[config.mk]
export PLATFORM = sky130hd
export DESIGN_NAME = uart_rx_ctrl
export DESIGN_NICKNAME = d
export VERILOG_FILES = /design/src/rtl/uart_rx_ctrl_pkg.sv /design/src/rtl/uart_rx_ctrl_fifo.sv /design/src/rtl/uart_rx_ctrl.sv
export SDC_FILE = /design/constraint.sdc
export NUM_CORES = 1
export LEC_CHECK = 0
export CORE_MARGIN = 10
export CORE_UTILIZATION = 40
export DETAILED_ROUTE_END_ITERATION = 10
export PLACE_DENSITY_LB_ADDON = 0.3
export SYNTH_ARGS = -nofsm -noshare
export SYNTH_HDL_FRONTEND = slang
export SYNTH_SLANG_ARGS = --single-unit
[constraint.sdc]
create_clock -name clk -period 2.9 [get_ports clk]
set_input_delay 0.435 -clock clk [delete_from_list [all_inputs] [get_ports clk]]
set_output_delay 0.435 -clock clk [all_outputs]
set_load 0.05 [all_outputs]
[src/rtl/uart_rx_ctrl_pkg.sv]
// Shared types and constants for the UART receive controller: FSM encoding,
// default bus addresses, status bit positions and a ceil-log2 helper.
package uart_rx_ctrl_pkg;

   typedef enum logic [1:0] {
      WAIT_FLAG = 2'd0,
      CAPTURE   = 2'd1,
      CLEAR     = 2'd2,
      WAIT_DROP = 2'd3
   } rx_state_t;

   localparam logic [31:0] DEF_ADDR_DATA = 32'h1001_0028;
   localparam logic [31:0] DEF_ADDR_STAT = 32'h1001_002C;

   localparam int ST_AVAIL = 0;
   localparam int ST_FULL  = 1;
   localparam int ST_OVR   = 2;
   localparam int ST_TMO   = 3;

   function automatic int CeilLog2(input int value);
      int r;
      r = 0;
      for (int i = 0; i < 32; i++) begin
         if ((1 << r) < value) r = r + 1;
      end
      return r;
   endfunction

endpackage

[src/rtl/uart_rx_ctrl_fifo.sv]
// rx_byte_fifo: small synchronous FIFO holding received bytes.
// A push while full is accepted only when a pop happens in the same cycle.
module rx_byte_fifo
   import uart_rx_ctrl_pkg::*;
#(
   parameter int W     = 8,
   parameter int DEPTH = 4
) (
   input  logic                     clk,
   input  logic                     reset,
   input  logic                     push,
   input  logic                     pop,
   input  logic [W-1:0]             din,
   output logic [W-1:0]             dout,
   output logic                     full,
   output logic                     empty,
   output logic [CeilLog2(DEPTH):0] count
);

   localparam int AW = CeilLog2(DEPTH);

   logic [W-1:0]  mem [DEPTH];
   logic [AW-1:0] wr_ptr;
   logic [AW-1:0] rd_ptr;
   logic          do_push;
   logic          do_pop;

   assign empty   = (count == '0);
   assign full    = (count == (AW+1)'(DEPTH));
   assign do_pop  = pop && !empty;
   assign do_push = push && (!full || do_pop);
   assign dout    = mem[rd_ptr];

   always_ff @(posedge clk) begin
      if (do_push) mem[wr_ptr] <= din;
   end

   // Pointers wrap naturally because DEPTH is a power of two.
   always_ff @(posedge clk or negedge reset) begin
      if (!reset) begin
         wr_ptr <= '0;
         rd_ptr <= '0;
         count  <= '0;
      end else begin
         if (do_push) wr_ptr <= wr_ptr + 1'b1;
         if (do_pop)  rd_ptr <= rd_ptr + 1'b1;
         case ({do_push, do_pop})
            2'b10:   count <= count + 1'b1;
            2'b01:   count <= count - 1'b1;
            default: count <= count;
         endcase
      end
   end

endmodule

[src/rtl/uart_rx_ctrl.sv]
// UART receive controller: captures bytes from the receiver core into a FIFO
// and exposes data/status registers. Optional idle timeout: UART_RX_TIMEOUT_EN.
module uart_rx_ctrl
   import uart_rx_ctrl_pkg::*;
#(
   parameter int          NBIT        = 8,
   parameter int          FIFO_DEPTH  = 4,
   parameter logic [31:0] ADDR_DATA   = DEF_ADDR_DATA,
   parameter logic [31:0] ADDR_STAT   = DEF_ADDR_STAT,
   parameter int          TIMEOUT_CYC = 100
) (
   input  logic            clk,
   input  logic            reset,
   input  logic            rx_flag,
   input  logic [NBIT-1:0] rx_data,
   output logic            clr_rx_flag,
   input  logic [31:0]     addr,
   input  logic            rd_en,
   input  logic            wr_en,
   input  logic [31:0]     wdata,
   output logic [31:0]     rdata,
   output logic            irq
);

   localparam int CW = CeilLog2(FIFO_DEPTH) + 1;

   rx_state_t       state;
   rx_state_t       next_state;
   logic            capture;
   logic            pop;
   logic            push_ok;
   logic            ovr_set;
   logic            ovr_clr;
   logic            tmo_clr;
   logic            overrun;
   logic            tmo;
   logic            full;
   logic            empty;
   logic [CW-1:0]   count;
   logic [NBIT-1:0] head;
   logic [3:0]      cnt_field;
   logic [31:0]     status;
   logic            stat_wr;

   // Capture FSM: state register
   always_ff @(posedge clk or negedge reset) begin
      if (!reset) state <= WAIT_FLAG;
      else        state <= next_state;
   end

   // Capture FSM: next state. WAIT_DROP holds until the core drops its flag
   // so a flag that lingers after the clear pulse is not captured twice.
   always_comb begin
      next_state = state;
      case (state)
         WAIT_FLAG: if (rx_flag) next_state = CAPTURE;
         CAPTURE:   next_state = CLEAR;
         CLEAR:     next_state = WAIT_DROP;
         WAIT_DROP: if (!rx_flag) next_state = WAIT_FLAG;
         default:   next_state = WAIT_FLAG;
      endcase
   end

   // Capture FSM: outputs
   always_comb begin
      capture     = 1'b0;
      clr_rx_flag = 1'b1;
      case (state)
         CAPTURE: capture     = 1'b1;
         CLEAR:   clr_rx_flag = 1'b0;
         default: ;
      endcase
   end

   assign pop     = rd_en && (addr == ADDR_DATA) && !empty;
   assign push_ok = capture && (!full || pop);
   assign ovr_set = capture && full && !pop;
   assign stat_wr = wr_en && (addr == ADDR_STAT);
   assign ovr_clr = stat_wr && wdata[ST_OVR];
   assign tmo_clr = stat_wr && wdata[ST_TMO];

   rx_byte_fifo #(
      .W     (NBIT),
      .DEPTH (FIFO_DEPTH)
   ) u_fifo (
      .clk   (clk),
      .reset (reset),
      .push  (capture),
      .pop   (pop),
      .din   (rx_data),
      .dout  (head),
      .full  (full),
      .empty (empty),
      .count (count)
   );

   // Overrun is sticky; a set in the same cycle as a clear wins.
   always_ff @(posedge clk or negedge reset) begin
      if (!reset)       overrun <= 1'b0;
      else if (ovr_set) overrun <= 1'b1;
      else if (ovr_clr) overrun <= 1'b0;
   end

`ifdef UART_RX_TIMEOUT_EN
   localparam int TW = CeilLog2(TIMEOUT_CYC + 1);

   logic [TW-1:0] idle_cnt;
   logic          idle;
   logic          tmo_set;

   assign idle    = !empty && !push_ok && !pop;
   assign tmo_set = idle && (idle_cnt == TW'(TIMEOUT_CYC - 1));

   // Counter saturates so a cleared timeout is not re-raised by the same idle stretch.
   always_ff @(posedge clk or negedge reset) begin
      if (!reset)                              idle_cnt <= '0;
      else if (!idle)                          idle_cnt <= '0;
      else if (idle_cnt != TW'(TIMEOUT_CYC))   idle_cnt <= idle_cnt + 1'b1;
   end

   always_ff @(posedge clk or negedge reset) begin
      if (!reset)       tmo <= 1'b0;
      else if (tmo_set) tmo <= 1'b1;
      else if (tmo_clr) tmo <= 1'b0;
   end
`else
   localparam int unused_timeout_cyc = TIMEOUT_CYC;
   logic unused_tmo_clr;

   assign tmo            = 1'b0;
   assign unused_tmo_clr = tmo_clr;
`endif

   logic unused_wdata;
   assign unused_wdata = &{1'b0, wdata[31:4], wdata[1:0]};

   always_ff @(posedge clk or negedge reset) begin
      if (!reset) irq <= 1'b0;
      else        irq <= !empty || tmo;
   end

   always_comb begin
      if (32'(count) > 15) cnt_field = 4'hF;
      else                 cnt_field = 4'(count);
   end

   always_comb begin
      status           = '0;
      status[ST_AVAIL] = !empty;
      status[ST_FULL]  = full;
      status[ST_OVR]   = overrun;
      status[ST_TMO]   = tmo;
      status[7:4]      = cnt_field;
   end

   always_comb begin
      rdata = '0;
      if (addr == ADDR_DATA) begin
         if (!empty) rdata = 32'(head);
      end else if (addr == ADDR_STAT) begin
         rdata = status;
      end
   end

endmodule

==> reports/qor.csv, run 1 <==
metric,value,unit
status,"finished, final reports clean",
finClkSkew,0.00497,ns
whs,0.494,ns
die_h,96.9,um
comb_power_share,39.1,%
dp_hpwl,4140,um
worst_ir_drop_vdd,0.374,mV
synth_area_per_cell,13.1,um2
ys.flop_type,edfxtp_1,
netlist_top_cells_count,"32 x edfxtp_1, 25 x buf_4, 17 x nor2_1",
initial_core_util,42.1,%
hold_class,input pin to async pin,
slew_headroom,63.1,%
vias,1550,
drive_gt1_share,25.2,%
drc,0,
synth_mux_area_share,9.16,%
htree_levels,2,
finish.net_count,340,
rows,27,
dpl.cell_count,318,
synthAdderAreaFrac,5.61,%
setup_viol,0,
post-route-min-period,2.79,ns
startpoint,addr[22],
mappedNetlistArea,2360,um2
place_area,3090,um2
worst_pin_slew,0.551,ns
cts_setup_buffers,0,
worstSetupStartpointType,input pin,
grt_start_max_net_pins,14,
crit_type,input pin to output pin,
areaGrowthSynthToFinish,35.9,%
wl_met1,2270,um
worst-path-max-fanout,4,
yosysMostFrequentCell,edfxtp_1,
drtIter0Drc,57,
timing.rr.start,u_fifo.count[1],
ant_nets,0,
final_area,3210,um2
grt_pass1_wl,8440,um
cts_inserted_buffers,5,
synth_warnings,0,
yosys.area.top_type,edfxtp_1,
p_leak,0.00124,uW
p_clk_share,18.2,%
endpoint_kind,output pin,
fp.dieW,96.9,um
dp_slack,-0.284,ns
p_seq_share,42.8,%
switching_share,35.8,%
synth_edf_count,32,
firstDrtPassIters,4,
grt_usage,11.0,%
synth_xor_area_share,1.85,%
synth_top_family_by_area,simple AND/OR/NAND/NOR gates,
synth_compound_area_share,6.57,%
top_layer,met4,
maxCapViolCount,0,
grt_overflow,0,
power_switching,725,uW
fin_crit_sh,96.1,%
finalHoldViolations,0,
ys_types,45,
ys_seq_elements,43,
core_area,5610,um2
ys_seq_area_share,52.3,%
cts_tree,yes,
clockBufferDepth,2,
cp.required,2.47,ns
io_buffers,55,
synth_area_leaders,"edfxtp_1 41%, dfrtp_1 12%, buf_4 7.9%, mux4_2 7.6%, ha_1 4.8%",
clk_pin_slew,0.08,ns
clkSinkCount,43,
intPower,1300,uW
synthArstFlopShare,25.6,%
antenna_found_initial,0,
finalNonFillerCells,326,
viasPerCell,4.75,
p_per_area,630,nW/um2
wl_met2,2550,um
met3_length,381,um
layout_setup_ws,0.112,ns
clock_latency,0.29,ns
fmax,359,MHz
drv_slew,0,
grt_pass1_vias,1670,
wl_per_cell,16.1,um
synth_top_area_share,40.7,%
synth-simple-area-share,13.0,%
grt_setup_unrepaired,true,
wirelength,5240,um
die-area,9380,um2
root_buffer,clkbuf_8,
synthCells,180,
io_pins,111,
arrival,2.35,ns
diodes,0,
gp_congestion,0.785,
[cells in the final DEF, fill, tap and decap left out, types with 2 or more instances in the layout]
master,Yosys,layout
clkdlybuf4s50_1,0,47
edfxtp_1,32,32
conb_1,1,24
buf_4,25,18
inv_1,15,15
nor2_1,17,15
dfrtp_1,11,11
ha_1,9,9
mux4_2,8,8
buf_12,0,8
nand2_1,6,6
o21ai_0,5,5
clkbuf_8,0,5
nor4b_2,3,3
a22oi_1,3,3
nand3_1,3,3
xnor2_1,3,3
nor4_2,1,2
nor3_2,1,2
nor3b_2,0,2
xor2_1,2,2
[metal layers]
metal,global-route usage [%],vias up
li1,-,742
met1,12.3,742
met2,18.7,61
met3,4.83,5
met4,3.04,0
met5,0,-
[timing repair]
action,in CTS,in global routing
resized for setup,0,7
setup endpoints to repair,0,6
hold buffers,0,0
[path summary, 6_finish.rpt]
| path | to | slack (ns) | cells after the start |
|---|---|---|---|
| min | u_fifo.wr_ptr[0] | 0.49 | 1 |
| min reg2reg | irq | 0.53 | 2 |
| max in group asynchronous | u_fifo.rd_ptr[0] | 2.04 | 1 |
| max reg2reg | u_fifo.count[1] | 0.57 | 9 |
| min in group clk | irq | 0.53 | 2 |
| max | rdata[3] | 0.11 | 8 |
[cells by family (layout without fill, tap and decap cells)]
group / Yosys count / count (layout)
XOR/XNOR: 5 / 5
adder cells (fa/ha/maj): 10 / 10
flip-flops: 43 / 43
AND/OR/NAND/NOR: 47 / 47
other: 1 / 24
AO/OA/AOI/OAI: 18 / 18
buffers and inverters: 45 / 96
multiplexers: 11 / 11
[through the flow]
stage / total power (uW) / util [%] / setup TNS (ns)
floorplan: 1430 / - / -0.0521
global placement: 1650 / 55.2 / -0.452
detailed placement: 1670 / 55.2 / -0.399
CTS: 2040 / 56.7 / 0
global route: 2160 / 57.3 / -0.0270
finish: 2020 / 57.3 / 0
[power by group through the flow]
stage | registers (uW) | logic (uW) | clock network [uW]
2_1_floorplan | 885 | 547 | 0
3_3_place_gp | 874 | 772 | 0
3_5_place_dp | 881 | 790 | 0
4_1_cts | 867 | 793 | 380
5_1_grt | 878 | 872 | 411
6_report | 865 | 790 | 368
[critical path, cell delays in order]
cell and delay (ns):
clkdlybuf4s50_1 0.42, nor4_2 0.29, nand4_1 0.19, or3_4 0.39, buf_4 0.17, nor3b_2 0.19
buf_4 0.15, buf_12 0.12
[state kept, by name, summed over array words and instances, names as in the netlist]
register and count:
u_fifo.rd_ptr 2, u_fifo.count 3, u_fifo.mem 32, u_fifo.wr_ptr 2
irq 1, state 2, overrun 1
[final cells by class]
class | count | area, um2
clock buffers | 6 | 72.6
clock inverters | 2 | 12.5
fillers | 473 | 2400
inverters | 15 | 56.3
multi-input cells | 115 | 977
flip-flops and latches | 43 | 1240
well taps | 72 | 90.1
repair buffers | 73 | 766
Power figures use the tool's default switching activity.
==> inputs of run 2 (changes only) <==
- GPL_TIMING_DRIVEN: default -> 0
- SLEW_MARGIN: default -> 10
==> run 2 against run 1 <==
Against the previous run:
- the flow now finishes with violations (setup timing)
- wire length increased by 1.9%
- combinational power increased by 3.7%
- critical path depth increased by 3
- maximum frequency decreased by 4.1%
- first-iteration DRC count decreased by 8.8%
- via count increased by 4.4%
- hold slack got worse by 0.016 ns
- final area increased by 2.2%
- global-route usage about the same
- die area unchanged
- core utilization increased by 1.3 points
- sequential share of layout area decreased by 0.84 points
- largest cell class unchanged
==> reports/qor.csv, run 2 (same netlist as run 1, synthesis figures left out) <==
metric,value,unit,change
status,finished with violations,,"was finished, final reports clean"
violations,setup timing,,
slew_headroom,61.7,%,was 63.1%
dp_hpwl,4130,um,was 4140 um
final.setup.tns,-0.00533,ns,was 0 ns
largest_reg_flops,32,,unchanged
regMostFlops,u_fifo.mem,,unchanged
cts_tree,yes,,unchanged
drive_gt1_share,30.5,%,was 25.2%
gp_congestion,0.809,,was 0.785
final_cell_mix,"44 x clkdlybuf4s50_1, 32 x edfxtp_1, 31 x buf_4",,"was 47 x clkdlybuf4s50_1, 32 x edfxtp_1, 24 x conb_1"
use_met1,13.5,%,was 12.3%
io_buffers,55,,unchanged
clkSinkCount,43,,unchanged
use_met2,17.6,%,was 18.7%
vias,1618,,was 1550
antenna_found_initial,0,,unchanged
core_area,5610,um2,unchanged
viasPerCell,4.70,,was 4.75
worst_ir_drop_vdd,0.456,mV,was 0.374 mV
top_usage_layer,met2,,unchanged
top_regs,"u_fifo.mem (32), u_fifo.count (3)",,unchanged
grt_use_met3,4.47,%,was 4.83%
drc,0,,unchanged
ant_nets,0,,unchanged
grt_usage,11.1,%,was 11.0%
areaGrowthSynthToFinish,38.9,%,was 35.9%
die_h,96.9,um,unchanged
crit_type,input pin to flip-flop,,was input pin to output pin
diodes,0,,unchanged
layout_setup_ws,-0.00533,ns,was 0.112 ns
p_per_area,653,nW/um2,was 630 nW/um2
worst-path-max-fanout,5,,was 4
worstSetupStartpointType,input pin,,unchanged
drtIter0Drc,52,,was 57
clockBufferDepth,2,,unchanged
grt_start_max_net_pins,15,,was 14
final_core_util,58.5,%,was 57.3%
htree_levels,2,,unchanged
rows,27,,unchanged
post-route-min-period,2.91,ns,was 2.79 ns
multiInputGateArea,997,um2,was 977 um2
fill_cells,486,,was 473
timing.rr.start,u_fifo.count[0],,was u_fifo.count[1]
drv_slew,0,,unchanged
dp_slack,-0.526,ns,was -0.284 ns
initial_core_util,42.1,%,unchanged
finish.net_count,358,,was 340
worst_pin_slew,0.574,ns,was 0.551 ns
fmax,344,MHz,was 359 MHz
fp.dieW,96.9,um,unchanged
die-area,9380,um2,unchanged
final_common_cell,clkdlybuf4s50_1,,unchanged
maxCapViolCount,0,,unchanged
regArea,1240,um2,unchanged
wirelength,5340,um,was 5240 um
clk_pin_slew,0.08,ns,about the same
root_buffer,clkbuf_8,,unchanged
cts_hold_buf,0,,unchanged
cts_inserted_buffers,5,,unchanged
setup_viol,1,,was 0
finalPower,2140,uW,was 2020 uW
grt_pass1_wl,8490,um,was 8440 um
wl_per_cell,15.5,um,was 16.1 um
grt_setup_unrepaired,true,,unchanged
finalHoldViolations,0,,unchanged
r2r_cells,9,,unchanged
cp.required,3.11,ns,was 2.47 ns
grt_pass1_vias,1595,,was 1670
finClkSkew,0.00796,ns,was 0.00497 ns
r2r-end,u_fifo.count[1],,unchanged
clock_latency,0.29,ns,about the same
arrival,3.12,ns,was 2.35 ns
r2r_setup_slack,0.45,ns,was 0.57 ns
endpoint_kind,flip-flop,,was output pin
grt_overflow,0,,unchanged
hold_class,input pin to async pin,,unchanged
firstDrtPassIters,4,,unchanged
fin_crit_sh,100,%,was 96.1%
io_pins,111,,unchanged
p_leak,0.00133,uW,was 0.00124 uW
run 2: cell types whose count changed in the layout (fill, tap and decap cells not counted), moves of 2 or more:
| cell | change |
|---|---|
| buf_2 | +6 |
| dlymetal6s2s_1 | +3 |
| buf_4 | +13 |
| nor3b_2 | -2 |
| nor2_2 | +3 |
| buf_12 | -8 |
| clkdlybuf4s15_2 | +2 |
| nor2_1 | -3 |
| clkdlybuf4s50_1 | -3 |
| nor3b_1 | +2 |
| clkbuf_2 | +2 |
run 2: per-stage QoR:
stage	hold slack [ns]	instance area [um2]	instances
global route	0.516	3280	344
detailed placement	0.533	3090	330
floorplan	0.139	2450	203
finish	0.478	3280	344
CTS	0.494	3240	341
global placement	0.524	3090	330
run 2: cell type report:
cell class | instances | area share (%)
flip-flops and latches | 43 | 37.7
plain buffers | 30 | 6.40
clock inverters | 3 | 1.30
multi-input cells | 115 | 30.4
repair buffers | 61 | 17.7
clock buffers | 5 | 2.10
inverters | 15 | 1.72
well taps | 72 | 2.74
run 2: how the worst max path moves through the flow:
stage / cells past startpoint / startpoint / slack (ns) / end
floorplan: 4 / addr[4] / -0.03 / rdata[3]
global placement: 6 / addr[13] / -0.49 / rdata[7]
detailed placement: 6 / addr[18] / -0.53 / rdata[7]
CTS: 11 / addr[22] / 0.002 / u_fifo.count[1]
global route: 11 / addr[31] / -0.10 / u_fifo.count[1]
finish: 11 / addr[4] / -0.005 / u_fifo.count[1]
run 2: worst max-delay path, cell delays in order:
cell             delay, ns
clkdlybuf4s50_1       0.41
nor4b_2               0.29
nand4_2               0.17
or3_4                 0.45
nor2_4                0.14
nand2_2               0.07
fa_1                  0.47
o21ba_4               0.23
o41ai_1               0.06
o21bai_2              0.22
a22oi_2               0.16
run 2: report_power, final:
group	leakage [uW]	switching [uW]	internal (uW)	total (uW)
logic	0.000857	474	345	819
clock network	0.0000562	205	257	462
registers	0.000420	63.8	800	863
total	0.00133	743	1400	2140
run 2: timing repair:
| action | 4_1_cts | 5_1_grt |
|---|---|---|
| hold endpoints to repair | 0 | 0 |
| cloned | 0 | 0 |
| setup buffers | 3 | 3 |
| pin swaps | 5 | 9 |
| resized for setup | 25 | 23 |
| setup endpoints to repair | 10 | 22 |
run 2: per-layer routing:
layer	routed length, um	share of wire (%)
met2	2560	48
met3	365	6.8
met5	0	0
met4	46	0.86
met1	2370	44
